<file path="src/rtl/nibble_core_p.sv">
// Multi-cycle accumulator core: FETCH/LOAD/EXEC/WB/HALT over an external synchronous ROM.
// Optional retired-instruction counter is enabled by defining NIBBLE_RETIRE_COUNT_EN.
module nibble_core_p #(
  parameter int unsigned DATA_W = 8,
  parameter int unsigned ADDR_W = 5,
  parameter int unsigned PC_W = 5,
  localparam int unsigned INSTR_W = 3 + ADDR_W + 2 * DATA_W
) (
  input  logic               clk,
  input  logic               reset,
  input  logic               run,
  input  logic [INSTR_W-1:0] instr_data,
  output logic [PC_W-1:0]    instr_addr,
  output logic [PC_W-1:0]    pc,
  output logic [2:0]         op,
  output logic [ADDR_W-1:0]  addr,
  output logic [DATA_W-1:0]  x,
  output logic [DATA_W-1:0]  y,
  output logic [DATA_W-1:0]  r,
  output logic               zero,
  output logic               halted
`ifdef NIBBLE_RETIRE_COUNT_EN
  ,
  output logic [15:0]        retired
`endif
);

  localparam logic [2:0] OpStore = 3'b100;
  localparam logic [2:0] OpJz    = 3'b101;
  localparam logic [2:0] OpJmp   = 3'b110;
  localparam logic [2:0] OpHalt  = 3'b111;

  typedef enum logic [2:0] {StFetch, StLoad, StExec, StWb, StHalt} state_e;

  state_e state_q, state_d;

  logic [PC_W-1:0]   pc_q, pc_d;
  logic [2:0]        op_q, op_d;
  logic [ADDR_W-1:0] addr_q, addr_d;
  logic [DATA_W-1:0] x_q, x_d;
  logic [DATA_W-1:0] y_q, y_d;
  logic [DATA_W-1:0] r_q, r_d;
  logic              zero_q, zero_d;

  logic [DATA_W-1:0] mem [2**ADDR_W];
  logic [DATA_W-1:0] mem_rdata;
  logic              mem_we;

  logic [DATA_W-1:0] operand_a;
  logic [DATA_W-1:0] alu_res;

  // State register
  always_ff @(posedge clk or posedge reset) begin
    if (reset) begin
      state_q <= StFetch;
    end else begin
      state_q <= state_d;
    end
  end

  // Next-state logic
  always_comb begin
    state_d = state_q;
    unique case (state_q)
      StFetch: if (run) state_d = StLoad;
      StLoad:  state_d = StExec;
      StExec:  state_d = StWb;
      StWb:    state_d = (op_q == OpHalt) ? StHalt : StFetch;
      StHalt:  state_d = StHalt;
      default: state_d = StFetch;
    endcase
  end

  // FSM outputs
  always_comb begin
    halted = (state_q == StHalt);
  end

  // Opcode bit 0 picks the memory operand, bit 1 picks subtraction.
  always_comb begin
    operand_a = op_q[0] ? mem_rdata : y_q;
    alu_res   = op_q[1] ? (operand_a - x_q) : (operand_a + x_q);
  end

  always_comb begin
    pc_d   = pc_q;
    op_d   = op_q;
    addr_d = addr_q;
    x_d    = x_q;
    y_d    = y_q;
    r_d    = r_q;
    zero_d = zero_q;
    mem_we = 1'b0;
    case (state_q)
      StLoad: begin
        {op_d, addr_d, x_d, y_d} = instr_data;
        pc_d = pc_q + PC_W'(1);
      end
      StWb: begin
        if (!op_q[2]) begin
          r_d    = alu_res;
          zero_d = (alu_res == '0);
        end else begin
          case (op_q)
            OpStore: mem_we = 1'b1;
            OpJz:    if (zero_q) pc_d = x_q[PC_W-1:0];
            OpJmp:   pc_d = x_q[PC_W-1:0];
            default: ;
          endcase
        end
      end
      default: ;
    endcase
  end

  always_ff @(posedge clk or posedge reset) begin
    if (reset) begin
      pc_q   <= '0;
      op_q   <= '0;
      addr_q <= '0;
      x_q    <= '0;
      y_q    <= '0;
      r_q    <= '0;
      zero_q <= 1'b1;
    end else begin
      pc_q   <= pc_d;
      op_q   <= op_d;
      addr_q <= addr_d;
      x_q    <= x_d;
      y_q    <= y_d;
      r_q    <= r_d;
      zero_q <= zero_d;
    end
  end

  // Data RAM is not reset; a write racing a reset edge is suppressed.
  always_ff @(posedge clk) begin
    if (mem_we && !reset) begin
      mem[addr_q] <= r_q;
    end
    if (state_q == StExec) begin
      mem_rdata <= mem[addr_q];
    end
  end

`ifdef NIBBLE_RETIRE_COUNT_EN
  logic [15:0] retired_q;

  always_ff @(posedge clk or posedge reset) begin
    if (reset) begin
      retired_q <= '0;
    end else if (state_q == StWb) begin
      retired_q <= retired_q + 16'd1;
    end
  end

  assign retired = retired_q;
`endif

  assign instr_addr = pc_q;
  assign pc         = pc_q;
  assign op         = op_q;
  assign addr       = addr_q;
  assign x          = x_q;
  assign y          = y_q;
  assign r          = r_q;
  assign zero       = zero_q;

endmodule

</file>
<file path="config.mk">
export PLATFORM = sky130hd
export DESIGN_NAME = nibble_core_p
export DESIGN_NICKNAME = d
export VERILOG_FILES = /design/src/rtl/nibble_core_p.sv
export SDC_FILE = /design/constraint.sdc
export NUM_CORES = 1
export LEC_CHECK = 0
export CAP_MARGIN = 20
export CELL_PAD_IN_SITES_DETAIL_PLACEMENT = 0
export CELL_PAD_IN_SITES_GLOBAL_PLACEMENT = 1
export CORE_UTILIZATION = 50
export DETAILED_ROUTE_END_ITERATION = 7
export PLACE_DENSITY_LB_ADDON = 0.1
export SKIP_LAST_GASP = 1
export SLEW_MARGIN = 0
export SYNTH_ARGS = -nofsm -noshare
export SYNTH_HDL_FRONTEND = slang
export SYNTH_SLANG_ARGS = --single-unit
</file>
<file path="constraint.sdc">
create_clock -name clk -period 4.8 [get_ports clk]
set_input_delay 0.48 -clock clk [delete_from_list [all_inputs] [get_ports clk]]
set_output_delay 0.48 -clock clk [all_outputs]
set_load 0.01 [all_outputs]
</file>
Yosys cells after proc, flatten, opt, wreduce, memory -nomap -nowiden
Memories as Yosys holds them, arrays and structs flattened. A register that Yosys moved wholly into a read port is not among the register bits.
Cells that the tools add are included.
- output and inout port bits: 44
- flip-flop bits (word level): 41
- bits in writable memories: 256
- word-level logic and storage cells: 46
- memories kept: 1
- bitwise gates (word level): 1
- equality and inequality tests: 12
- reductions and logical operators: 7
- multiplexer cells: 14
- add/sub/neg operators: 3
- memory list (memory ; words ; bits a word ; rd ports ; clocked after Yosys merged registers in ; write ports ; RTL line ; source):
    mem ; 32 ; 8 ; 1 ; 1 ; 1 ; 45 ; logic [DATA_W-1:0] mem [2**ADDR_W];
- operators by type and width (kind ; number):
    case mux 5 bit (2 select lines) ; 2
    2-to-1 mux 8 bit ; 2
    equality test 3 bit (second input constant) ; 5
    case mux 3 bit (5 select lines) ; 1
    2-to-1 mux 5 bit ; 2
    adder 8 bit ; 1
    zero test 8 bit ; 1
    subtractor 8 bit ; 1
    equality test 3 x 2 -> 1 bit (second input constant) ; 2
    2-to-1 mux 3 bit ; 2
    adder 5 x 1 -> 5 bit (second input constant) ; 1
    2-to-1 mux 1 bit ; 5
    inequality test 2 bit (second input constant) ; 2
    AND reduction 4 bit ; 1
    equality test 3 x 1 -> 1 bit (second input constant) ; 1
    zero test 3 bit ; 1
    inequality test 3 x 2 -> 1 bit (second input constant) ; 1
    inequality test 3 bit (second input constant) ; 1
    AND reduction 2 bit ; 1
    nonzero test 2 bit ; 1
    logical AND 1 bit ; 1
    zero test 1 bit ; 1
    NOT 1 bit ; 1

Logic depth before layout (Yosys ltp)
Gate-level depths: netlist of the first run.
- depth after elaboration: 7
- depth in mapped cells: 11

Least setup slack after synthesis of the first run
No wires, ideal clock.
- path kind: reg-to-reg
- start point: register op_q[0], in the netlist op[0]
- end point: register r_q[6], in the netlist r[6]
- path buffers: 1
- data arrival time: 2.715 ns
- cell stages (with the launch flop): 12
- setup slack: 1.960 ns
- period minus slack after synthesis: 2.840 ns
- cells stage by stage: dfrtp_1 clkbuf_1 mux2i_1 ha_1 inv_1 fa_1 a211oi_1 nor2_1 a21o_1 a21oi_1 xnor2_1 mux2_2
- cells in the longest elaborated chain, start to end: 3
- RTL lines (item ; RTL line ; source):
    start: declaration ; 38 ; logic [2:0] op_q, op_d;
    start signal: assignment ; 127 ; op_q <= op_d;
    2-to-1 mux 8 bit * ; 81 ; operand_a = op_q[0] ? mem_rdata : y_q;
    adder 8 bit / subtractor 8 bit (equally long branches) ; 82 ; alu_res = op_q[1] ? (operand_a - x_q) : (operand_a + x_q);
    2-to-1 mux 8 bit * ; 82 ;
    end signal: assignment ; 131 ; r_q <= r_d;
    end: declaration ; 42 ; logic [DATA_W-1:0] r_q, r_d;
Every way passes the cells marked *; elsewhere a longest branch is shown, timed or not.
A chain may end at the register's enable or synchronous reset.

Final worst setup path of the first run
Same ends and word-level chain as after synthesis.

==> results.cfg, run 1 <==
[global_routing]
grt_pass1_wl_mm = 42.3
grt.total_usage_pct = 22.8
grt-ovfl-total = 0
grt_max_degree = 50
grt_pass1_vias = 6546
antenna_found_initial = 0

[synthesis]
syn_area_per_cell_um2 = 18.8
syn_inst = 653
syn_nets = 690
synth_seq_area_share_pct = 72.9
async_flop_share_pct = 13.4
synth_edf_count = 264
synthFlopType = edfxtp_1
yosys_warnings = 0
synth_cell_types = 51
synth_seq_cells = 305
synthesis.area_um2 = 12300

[floorplan]
fp.dieArea_um2 = 25200
die_w_um = 159
die_h_um = 159
rows = 56
core_area_um2 = 23800
ios = 71
start_util_pct = 51.7

[sta]
finalHoldViolations = 0
fmax_mhz = 329
drv_slew = 0
setup_slack_ns = 1.76
max_slew.worst_pin.slew_ns = 0.790
fin_tns_setup_ns = 0
finClkSkew_ns = 0.0206
finalCritPeriodShare_pct = 63.3
finalSetupViolations = 0
period_needed_ns = 3.04
rsz0062_at_grt = no
slew-limit-headroom_pct = 47.1

[worst_setup_path]
slowest_stage = dfrtp_1
cp.arrival_ns = 3.47
r2r_start = op[0]$_DFFE_PP0P_
startpoint_type = register
critPathBufInv = 1
path_cells = mux2i_1 > ha_1 > inv_1 > fa_1 > a211oi_1 > nor2_1 > a21o_1 > a21oi_1 > xnor2_1 > mux2_2
cpPeakStageDelay_ns = 0.77
critPathMaxFanout = 14
required_ns = 5.24
endpoint_kind = register
critical_path_class = register to register
cp_top_family = flip-flops
startpoint = op[0]$_DFFE_PP0P_

[detailed_routing]
drt_first_pass_iters = 5
num_vias = 6382
via_per_inst = 5.93
wl_per_cell_um = 26.1
drc_errors = 0
drt-total-wl_mm = 28.1
drt_iter0_drc = 540
drtAntennaViolNets = 0

[final_layout]
layout-drive-gt1-share_pct = 23.4
layout.cells.non_filler = 1076
insertedDiodeCount = 0
nets = 771
area.growth.synth_to_final_pct = 16.7

[clock_network]
cts-root-buf = clkbuf_16
htree_levels = 1
cts_tree = done
cts_resized = 0
clk_latency_ns = 0.56
clkTransAtPathRegs_ns = 0.06
cts_setup_buffers = 0
cts.sinks = 305
hold_buffers = 0
cts_buffers = 31
ctsLongestPathBuffers = 3

[power_and_ir_drop]
p_per_area_nw_per_um2 = 673
p_leak_nw = 4.71
peakVddDrop_uv = 395

[place]
dpl.cell_count = 1019
port_buffers = 70
dp_slack_ns = 1.73
dp_hpwl_mm = 18.1
gp_congestion = 0.820

[worst_hold_path]
hp-class = input port to asynchronous set/reset pin

[flow_run]
maxCapViolCount = 0

[outcome]
status = completed
==> metal layers <==
layer,up-vias,global-route usage (%),wire (um)
li1,2790,-,-
met1,3286,33.4,12400
met2,267,34.9,13100
met3,39,4.18,1850
met4,0,7.15,703
met5,-,0,0
==> power by group <==
group	total, mW	internal, mW	leakage [nW]	switching, mW
sequential	3.89	3.44	2.88	0.449
clock	2.34	1.36	0.478	0.985
combinational	3.41	1.59	1.35	1.83
total	9.64	6.38	4.71	3.26
==> cell usage after synthesis, drive strengths merged, types with 4 or more instances <==
| cell type | count | area [um2] |
|---|---|---|
| a21oi | 9 | 48.8 |
| a22oi | 32 | 240 |
| a31oi | 5 | 31.3 |
| buf | 24 | 133 |
| clkbuf | 13 | 50.0 |
| dfrtp | 40 | 1000 |
| edfxtp | 264 | 7930 |
| ha | 9 | 113 |
| inv | 8 | 30.0 |
| mux2 | 28 | 315 |
| mux2i | 4 | 40.0 |
| mux4 | 64 | 1440 |
| nand2 | 26 | 100 |
| nand3 | 5 | 25.0 |
| nand4 | 9 | 56.3 |
| nor2 | 46 | 200 |
| nor3 | 5 | 25.0 |
| o21ai | 14 | 70.1 |
| or2 | 4 | 25.0 |
| xnor2 | 11 | 96.3 |
==> worst paths after layout <==
check	slack, ns	to	depth (start not counted)
max	1.76	r[6]$_DFFE_PP0P_	10
min	0.35	state_q[2]$_DFFE_PP0P_	2
max reg2reg	1.76	r[6]$_DFFE_PP0P_	10
min reg2reg	0.49	state_q[0]$_DFFE_PP0P_	1
max in group asynchronous	3.70	addr[0]$_DFFE_PP0P_	3
min in group clk	0.49	state_q[0]$_DFFE_PP0P_	1
==> sequential cells by signal, summed over array words and instances, names as in the netlist <==
name	cells
op	3
instr_addr	5
mem	256
x	8
state_q	3
mem_rdata	8
addr	5
y	8
r	8
zero	1
==> cells by family (layout without fill, tap and decap cells) <==
group	Yosys count	in the layout	synth area share, %
multiplexers	96	96	14.6
AO/OA/AOI/OAI	69	69	3.83
adder cells (fa/ha/maj)	10	10	1.08
XOR/XNOR	13	13	0.927
buffers and inverters	45	149	1.73
flip-flops	305	305	72.9
AND/OR/NAND/NOR	115	115	4.86
==> worst reg2reg max path, delay by kind of cell, from the launching register on <==
| family | cells | cell delay [ns] |
|---|---|---|
| XOR/XNOR | 1 | 0.11 |
| flip-flops | 1 | 0.77 |
| AO/OA/AOI/OAI | 3 | 0.64 |
| buffers and inverters | 1 | 0.06 |
| adder cells (fa/ha/maj) | 2 | 0.65 |
| AND/OR/NAND/NOR | 1 | 0.11 |
| multiplexers | 2 | 0.58 |
==> cell type report <==
cell class | count | area [um2]
repair buffers | 85 | 831
clock buffers | 36 | 805
clock inverters | 20 | 185
multi-input cells | 303 | 3110
fillers | 1715 | 9430
flip-flops and latches | 305 | 8960
well taps | 319 | 399
inverters | 8 | 30.0
==> placed cells by master, fill, tap and decap left out, types with 3 or more instances in the layout <==
cell               n
a21o_1             3
a21oi_1            8
a22oi_1           32
a31oi_1            5
buf_4             13
bufinv_16          3
clkbuf_1           4
clkbuf_16         31
clkdlybuf4s50_1   70
clkinv_1           9
clkinv_2           3
dfrtp_1           38
edfxtp_1         264
ha_1               9
inv_1              6
mux2_2            28
mux2i_1            4
mux4_2            64
nand2_1           25
nand3_1            5
nand3b_1           3
nand4_1            9
nor2_1            36
nor2_2             9
nor3_1             5
o21ai_0           14
or2_2              4
xnor2_1           11
==> per-stage QoR <==
step / cell area [um2] / hold slack [ns] / power, mW / utilization, %
2_1_floorplan: 12300 / 0.439 / 6.04 / -
3_5_place_dp: 13300 / 0.474 / 7.39 / 56.1
3_3_place_gp: 13300 / 0.461 / 7.33 / 56.0
4_1_cts: 14300 / 0.334 / 9.73 / 60.3
6_report: 14300 / 0.348 / 9.64 / 60.3
5_1_grt: 14300 / 0.382 / 10.1 / 60.3
Power figures use the tool's default switching activity.
==> run 2, diff against run 1 <==
--- a/config.mk
+++ b/config.mk
@@ -8,7 +8,7 @@
 export CAP_MARGIN = 20
 export CELL_PAD_IN_SITES_DETAIL_PLACEMENT = 0
 export CELL_PAD_IN_SITES_GLOBAL_PLACEMENT = 1
-export CORE_UTILIZATION = 50
+export CORE_UTILIZATION = 47
 export DETAILED_ROUTE_END_ITERATION = 7
 export PLACE_DENSITY_LB_ADDON = 0.1
 export SKIP_LAST_GASP = 1
==> constraint.sdc (replaced) <==
create_clock -name clk -period 2.6 [get_ports clk]
set_input_delay 0.26 -clock clk [delete_from_list [all_inputs] [get_ports clk]]
set_output_delay 0.26 -clock clk [all_outputs]
set_load 0.01 [all_outputs]
==> results.cfg, run 2 (synthesized netlist as in run 1, its figures left out) <==
[outcome]
status = completed

[clock_network]
cts_tree = done
clk_latency_ns = 0.50
cts_buffers = 34
htree_levels = 2
cts.sinks = 305
cts-root-buf = clkbuf_16
ctsLongestPathBuffers = 3
clkTransAtPathRegs_ns = 0.06

[power_and_ir_drop]
p_total_mw = 18.9
peakVddDrop_uv = 1120
p_leak_nw = 5.18
p_per_area_nw_per_um2 = 1250

[global_routing]
grt_util_met3_pct = 4.01
grt-ovfl-total = 0
grt_max_degree = 44
grt.total_usage_pct = 22.4
grtUsageMet1_pct = 31.5
antenna_found_initial = 0
grt_pass1_wl_mm = 43.1
top_usage_layer = met2
grt_use_met2_pct = 36.3
grt_pass1_vias = 6875

[sta]
finalCritPeriodShare_pct = 94.5
finClkSkew_ns = 0.0166
drv_slew = 0
slew-limit-headroom_pct = 59.1
period_needed_ns = 2.46
max_slew.worst_pin.slew_ns = 0.609
setup_slack_ns = 0.142
fmax_mhz = 407
finalHoldViolations = 0
finalSetupViolations = 0

[detailed_routing]
drt_iter0_drc = 469
drc_errors = 0
drt-total-wl_mm = 28.8
num_vias = 6681
wl_per_cell_um = 24.8
drtAntennaViolNets = 0
via_per_inst = 5.74
drt_first_pass_iters = 5

[final_layout]
mostFrequentLayoutCells = edfxtp_1 (264), buf_4 (85), clkdlybuf4s50_1 (70)
n_fill_cell = 1905
layout.cells.non_filler = 1163
final_common_cell = edfxtp_1
nets = 850
regArea_um2 = 8960
largest_reg_flops = 256
fin_area_um2 = 15100
layout-drive-gt1-share_pct = 31.3
insertedDiodeCount = 0
regMostFlops = mem
area.growth.synth_to_final_pct = 22.7
multi_input_area_um2 = 3140

[worst_setup_path]
endpoint_kind = register
cpMostUsedCell = buf_4
critPathMaxFanout = 4
cpPeakStageDelay_ns = 0.40
cp.arrival_ns = 2.86
worst_r2r_path_depth = 10
required_ns = 3.01
critPathBufInv = 2
critical_path_class = register to register
slowest_stage = dfrtp_2
worst-path-stages = 10
cp_top_family = compound AO/OA/AOI/OAI gates
path_cells = buf_4 > buf_4 > mux2_2 > ha_1 > a21o_1 > a21oi_1 > o21ai_1 > xnor2_1 > nand4_1 > o31ai_2
startpoint_type = register

[floorplan]
die_w_um = 164
fp.dieArea_um2 = 26800
start_util_pct = 48.3
die_h_um = 164
rows = 58
core_area_um2 = 25400
ios = 71

[place]
dp_slack_ns = 0.0699
port_buffers = 70
gp_congestion = 0.811
place_area_um2 = 13900
dpl.cell_count = 1097
dp_hpwl_mm = 19.4

[worst_hold_path]
hp-class = input port to asynchronous set/reset pin

[flow_run]
maxCapViolCount = 0
-- run 2: layout make-up --
class / count / share of cell area [%]
Inverter: 8 / 0.199
Timing Repair Buffer: 161 / 9.48
Multi-Input combinational cell: 303 / 20.8
Clock buffer: 44 / 6.04
Sequential cell: 305 / 59.5
Clock inverter: 12 / 1.24
Tap cell: 330 / 2.74
-- run 2: metal layers --
layer | vias to the layer above | part of all wire (%)
li1 | 2936 | -
met1 | 3483 | 43
met2 | 221 | 49
met3 | 41 | 6.2
met4 | 0 | 1.9
met5 | - | 0
-- run 2: power breakdown --
group          switching (mW)  leakage (nW)  internal (mW)  total [mW]
combinational            3.90          1.76           3.35        7.25
sequential              0.561          2.88           6.36        6.92
clock                    1.79         0.536           2.95        4.75
total                    6.25          5.18           12.7        18.9
-- run 2: repair_timing --
item	4_1_cts	5_1_grt
hold buffers	0	0
gates resized for setup	0	9
endpoints found under the setup margin	0	3
buffers inserted	0	8
-- run 2: tightest hold or removal path: stages --
cell and delay (ns):
clkdlybuf4s50_1 0.47, inv_1 0.11, buf_4 0.27
-- run 2: metrics by stage --
stage	util (%)	hold WS [ns]	TNS, ns
after floorplan	-	0.377	0
after global routing	59.3	0.279	-0.0637
after CTS	58.9	0.244	0
after global placement	54.6	0.454	0
after detailed placement	54.6	0.499	0
final	59.3	0.244	0
-- run 2: final timing paths --
kind	start	end	slack (ns)
min in group clk	instr_data[14]	x[6]$_DFFE_PP0P_	0.36
max in group asynchronous	reset	addr[0]$_DFFE_PP0P_	2.06
min	reset	y[3]$_DFFE_PP0P_	0.24
max	op[0]$_DFFE_PP0P_	zero$_DFFE_PP1P_	0.14
max reg2reg	op[0]$_DFFE_PP0P_	zero$_DFFE_PP1P_	0.14
min reg2reg	state_q[2]$_DFFE_PP0P_	state_q[0]$_DFFE_PP0P_	0.50
